==> src/rtl/pack_coalesce.sv <==
// pack_coalesce: merges lane-contiguous partial beats into dense N-lane beats.
// Leftover lanes wait in a staging buffer until N lanes accumulate or the
// frame ends. Optional partial-beat timeout flush: PACK_COALESCE_TIMEOUT_EN.

// Per-lane merge slice. Lane J of the merged beat comes from the staging
// buffer when J < occ, otherwise from the input shifted up by occ. The spill
// lane (input lane J+N-occ, used to refill the buffer after a full beat) has
// the same index modulo N, so a single mux serves both.
module pack_coalesce_lane #(
  parameter int N = 8,
  parameter int W = 32,
  parameter int J = 0
) (
  input  logic [N-1:0][W-1:0] in_w,
  input  logic [W-1:0]        buf_lane,
  input  logic [$clog2(N):0]  occ,
  output logic [W-1:0]        merged,
  output logic [W-1:0]        shifted
);
  localparam int LW = $clog2(N);

  logic [LW:0] diff;

  assign diff    = (LW+1)'(J) - occ;
  assign shifted = in_w[diff[LW-1:0]];
  assign merged  = ((LW+1)'(J) < occ) ? buf_lane : shifted;
endmodule

module pack_coalesce #(
  parameter int N   = 8,
  parameter int W   = 32,
  parameter int TMO = 16
) (
  input  logic                clk,
  input  logic                rst,
  input  logic                in_vld,
  output logic                in_rdy,
  input  logic [N-1:0][W-1:0] in_w,
  input  logic [N-1:0]        in_msk,
  input  logic                in_last,
  output logic                out_vld_r,
  input  logic                out_rdy,
  output logic [N-1:0][W-1:0] out_r,
  output logic [N-1:0]        out_msk_r,
  output logic                out_last_r
);
  localparam int LW = $clog2(N);
  localparam int OW = LW + 1;
  localparam int CW = LW + 2;

  typedef enum logic {ACC, FLUSH} state_t;

  if (N < 2 || (N & (N - 1)) != 0 || W < 1 || TMO < 1) begin : g_bad_param
    $error("pack_coalesce: N must be a power of two >= 2, W and TMO >= 1");
  end

  state_t             state;
  logic [OW-1:0]      occ;
  logic [N-1:0][W-1:0] stage_buf;
  logic [N-1:0][W-1:0] merged;
  logic [N-1:0][W-1:0] shifted;
  logic [CW-1:0]      k;
  logic [CW-1:0]      c;
  logic               slot_free;
  logic               acc;
  logic               tmo_fire;

  function automatic logic [N-1:0] thermo(input logic [CW-1:0] n);
    logic [N-1:0] m;
    for (int j = 0; j < N; j++) m[j] = (CW'(j) < n);
    return m;
  endfunction

  for (genvar j = 0; j < N; j++) begin : g_lane
    pack_coalesce_lane #(.N(N), .W(W), .J(j)) u_lane (
      .in_w     (in_w),
      .buf_lane (stage_buf[j]),
      .occ      (occ),
      .merged   (merged[j]),
      .shifted  (shifted[j])
    );
  end

  // Lane count of the incoming beat and the merged total.
  always_comb begin
    k = '0;
    for (int i = 0; i < N; i++) k = k + CW'(in_msk[i]);
  end
  assign c = CW'(occ) + k;

  assign slot_free = ~out_vld_r | out_rdy;
  assign in_rdy    = (state == ACC) & slot_free & ~tmo_fire;
  assign acc       = in_vld & in_rdy;

`ifdef PACK_COALESCE_TIMEOUT_EN
  localparam int TW = $clog2(TMO + 1);
  logic [TW-1:0] tmo_cnt;

  assign tmo_fire = (state == ACC) & (occ != '0) & (tmo_cnt == TW'(TMO)) & slot_free;

  // Idle counter: runs while partial lanes sit unaccepted, saturates at TMO.
  always_ff @(posedge clk) begin
    if (rst)                                               tmo_cnt <= '0;
    else if (acc || tmo_fire)                              tmo_cnt <= '0;
    else if (state == ACC && occ != '0 && tmo_cnt != TW'(TMO)) tmo_cnt <= tmo_cnt + 1'b1;
  end
`else
  assign tmo_fire = 1'b0;
`endif

  // Accumulate / emit FSM with registered output beat.
  always_ff @(posedge clk) begin
    if (rst) begin
      out_vld_r  <= 1'b0;
      out_msk_r  <= '0;
      out_last_r <= 1'b0;
      occ        <= '0;
      state      <= ACC;
    end else begin
      if (out_rdy) out_vld_r <= 1'b0;
      case (state)
        ACC: begin
          if (acc) begin
            if (c >= CW'(N)) begin
              out_vld_r <= 1'b1;
              out_r     <= merged;
              out_msk_r <= '1;
              stage_buf <= shifted;
              occ       <= OW'(c - CW'(N));
              out_last_r <= in_last && (c == CW'(N));
              if (in_last && c != CW'(N)) state <= FLUSH;
            end else if (!in_last) begin
              stage_buf <= merged;
              occ       <= OW'(c);
            end else begin
              out_vld_r  <= 1'b1;
              out_r      <= merged;
              out_msk_r  <= thermo(c);
              out_last_r <= 1'b1;
              occ        <= '0;
            end
          end else if (tmo_fire) begin
            out_vld_r  <= 1'b1;
            out_r      <= stage_buf;
            out_msk_r  <= thermo(CW'(occ));
            out_last_r <= 1'b0;
            occ        <= '0;
          end
        end
        FLUSH: begin
          if (slot_free) begin
            out_vld_r  <= 1'b1;
            out_r      <= stage_buf;
            out_msk_r  <= thermo(CW'(occ));
            out_last_r <= 1'b1;
            occ        <= '0;
            state      <= ACC;
          end
        end
        default: state <= ACC;
      endcase
    end
  end
endmodule

==> config.mk <==
export PLATFORM = sky130hd
export DESIGN_NAME = pack_coalesce
export DESIGN_NICKNAME = d
export VERILOG_FILES = /design/src/rtl/pack_coalesce.sv
export SDC_FILE = /design/constraint.sdc
export NUM_CORES = 1
export LEC_CHECK = 0
export CAP_MARGIN = 20
export CORE_AREA = 2 2 303 305
export CTS_BUF_LIST = sky130_fd_sc_hd__clkbuf_2
export DETAILED_ROUTE_END_ITERATION = 6
export DIE_AREA = 0 0 305 307
export PLACE_DENSITY_LB_ADDON = 0.1
export SETUP_SLACK_MARGIN = 0.2
export SYNTH_ARGS = -nofsm -noshare
export SYNTH_HDL_FRONTEND = slang
export SYNTH_SLANG_ARGS = --single-unit
==> constraint.sdc <==
create_clock -name clk -period 23 [get_ports clk]
set_clock_uncertainty 0.05 [all_clocks]
set_input_delay 3.45 -clock clk [delete_from_list [all_inputs] [get_ports clk]]
set_output_delay 3.45 -clock clk [all_outputs]
set_load 0.005 [all_outputs]
==> results.cfg <==
[status]
status = completed

[grt]
gr-total-overflow = 0
grt_antenna_before_repair = 8
grt_pass1_wl_um = 161600
maximum_number_of_pins_on_one_net_before_global_route_repair = 140
track_usage_pct = 23.85
grt_pass1_vias = 23440

[power]
power_report.internal_total_mw = 2.730
fin_total_pwr_mw = 4.470
powerDensity_nw_per_um2 = 113.7
seqPwrFrac_pct = 34.5
switching_share_pct = 38.92
pwr-share-comb_pct = 49.6
power.static_leakage_nw = 13.55
irDropWorstVdd_uv = 76.88
p_clk_share_pct = 15.9
p_switching_mw = 1.740

[worst_setup_path]
setup.worst_path.end_class = flop
critical_path_required_ps = 23790
timing.critical_path.slowest_stage_cell = buf_4
critPathMaxFanout = 79
startpoint_type = input pin
crit_top_cell = fa_1
worst_ep_arrival_time_ps = 9710
cpPeakStageDelay_ps = 870
start_point_of_the_critical_path = in_msk[0]
regToRegStartpoint = occ[0]
path_cells = clkdlybuf4s50_1 > fa_1 > inv_1 > fa_1 > fa_1 > fa_1 > fa_1 > and3b_1 > o2111a_1 > a311oi_1 > buf_4 > nand2b_1 > inv_8 > buf_4 > buf_4
setup.worst_path.class = input pin to flop

[synth]
post_synth_inst_count = 2322
synth-seq-cells = 527
synth_edf_count = 512
postSynthNetCount = 2604
synth_cell_type_count = 56
synth_ff_type = edfxtp_1
syn-mean-instance-area_um2 = 13.53
synth_seq_area_share_pct = 49.89
postSynth.asyncResetShare_pct = 0
ys_warn_count = 0
mappedNetlistArea_um2 = 31420
synth.top_cells.by_area = edfxtp_1 (49%), mux4_2 (18%), mux2_2 (10%)
synth_top_area_cell = edfxtp_1
synth_top_area_share_pct = 48.94

[sta]
tightest_slew_ps = 1125
final.period_utilization_pct = 38.75
timing.slew.headroom_pct = 24.97
fmaxAchievable_mhz = 112.2
count_of_final_max_slew_check_failures = 0
unrepaired_setup_endpoints_after_global_routing = false
final_hold_viol_count = 0
worst_hold_slack_ps = 436.2
final.setup.tns_ps = 0
period_needed_ps = 8912
setup_violations = 0

[cts]
tritoncts = yes
cts.reportedPaths.clkPinSlew_ps = 90
cts.sink_count = 527
cts.path.max_buffers = 3
cts_hold_buf = 0
clock-root-buffer = clkbuf_2
clkLatencyLatePin_ps = 1290
postCtsSetupBuffers = 0
htree_levels = 4
post_cts_resize_count = 0
cts-buffers-inserted = 149

[flow_run]
cap_viol_max_count = 0

[die]
die_width_um = 305
fp.dieArea_um2 = 93640
design.portCount = 536
core_area_um2 = 90690
rows = 111
dieHeight_um = 307
initial_cell_density_of_the_core_pct = 34.64

[drt]
drt-initial-drc-count = 2203
drt_pass1_iterations = 6
vias = 23570
ant_nets = 0
route.detailed.drc = 0
wirelength_um = 113600
detail_route.vias_per_cell = 5.660
wl_cell_um = 27.28

[cells_and_area]
fin_nets = 3149
final-instance-count-excl-fill = 4165
seqCellArea_um2 = 15690
multiInputGateArea_um2 = 14960
fillers = 8318
drive_gt1_share_pct = 29.08
final_cell_mix = clkdlybuf4s50_1 (535), edfxtp_1 (512), nand2_1 (419)
layout.cells.most_common = clkdlybuf4s50_1
growth_of_design_area_from_synthesis_to_finish_pct = 25.10

[worst_hold_path]
worst_hold_startpoint = out_msk_r[3]
worst_hold_class = flop to flop

[placed_design]
post-dp-hpwl_um = 77160
port_buffers = 535
place_congestion = 0.8466
placedCellCount = 3901
synthesized netlist by cell type, types with 2 or more instances:
master    count
buf_6         2
nor4_1        3
a22o_1        3
mux4_2      256
mux2_2      286
or3_1        31
buf_1        10
fa_1          5
nand2b_1      8
nor3_1       35
a21oi_1     112
edfxtp_1    512
clkbuf_1     67
a21oi_2       3
o22ai_1       2
a31oi_1      68
mux2i_1      66
nand2_1     420
buf_2        83
o32ai_1       3
buf_4        23
o221a_2      15
nor2b_1       5
mux2_1       34
nor2_1      137
inv_1        18
o221a_1      19
o21ai_0      41
and3b_1       2
and2_1        2
xnor2_1       3
dfxtp_1      15
xor2_2        2
ha_1          8
o21bai_1      2
path summary, 6_finish.rpt:
| path | endpoint | slack (ps) | depth (start not counted) |
|---|---|---|---|
| worst min-delay path | out_msk_r[3] | 440 | 2 |
| worst min register to register | out_msk_r[3] | 440 | 2 |
| worst max register to register | out_r[240] | 16110 | 13 |
| worst max-delay path | out_r[240] | 14090 | 15 |
power groups by stage:
stage	Sequential, mW	Combinational [mW]	Clock (mW)
5_1_grt	1.56	2.41	0.784
2_1_floorplan	1.52	1.46	0
3_3_place_gp	1.56	2.17	0
3_5_place_dp	1.56	2.22	0
4_1_cts	1.54	2.24	0.738
6_report	1.54	2.22	0.710
stage by stage:
stage	util [%]	setup WS, ps	area (um^2)
floorplan	-	9750	31420
global placement	41.79	12920	37900
detailed placement	41.81	12830	37920
CTS	43.30	14280	39270
global route	43.33	13930	39300
finish	43.34	14090	39300
layout make-up:
class                   instances  area share [%]
flip-flops and latches        527           39.91
well taps                    1186           3.776
diodes                          4         0.02547
clock inverters                47          0.7322
clock buffers                 212           2.700
repair buffers                579           14.61
multi-input cells            1592           38.05
inverters                      18          0.1910
cells by family after synthesis:
kind of cell | count (synthesis) | synth area share [%]
DFF | 527 | 49.89
buffers and inverters | 203 | 3.078
AOI/OAI and AO/OA | 277 | 5.647
and+or+nand+nor | 654 | 8.582
xor gates and xnor gates | 6 | 0.2390
muxes | 642 | 31.92
adders and majority gates | 13 | 0.6372
sequential cells by signal (all words and copies together), names as in the netlist:
name and flops:
out_r 256, stage_buf 256, out_msk_r 8, occ 4
out_last_r 1, out_vld_r 1, state 1
worst max-delay path, delay by kind of cell:
family	cells	cell delay, ps
AO/OA/AOI/OAI	2	400
adder cells (fa/ha/maj)	5	2430
buffers and inverters	6	2880
AND/OR/NAND/NOR	2	410
routing by layer:
| layer | global-route usage (%) | vias up | part of all wire (%) |
|---|---|---|---|
| met5 | 0 | - | 0.048 |
| met3 | 5.376 | 176 | 7.2 |
| met1 | 30.20 | 12020 | 40 |
| met4 | 10.50 | 8 | 3.9 |
| met2 | 39.18 | 1093 | 49 |
| li1 | - | 10270 | - |
(Power assumes the default switching activity.)
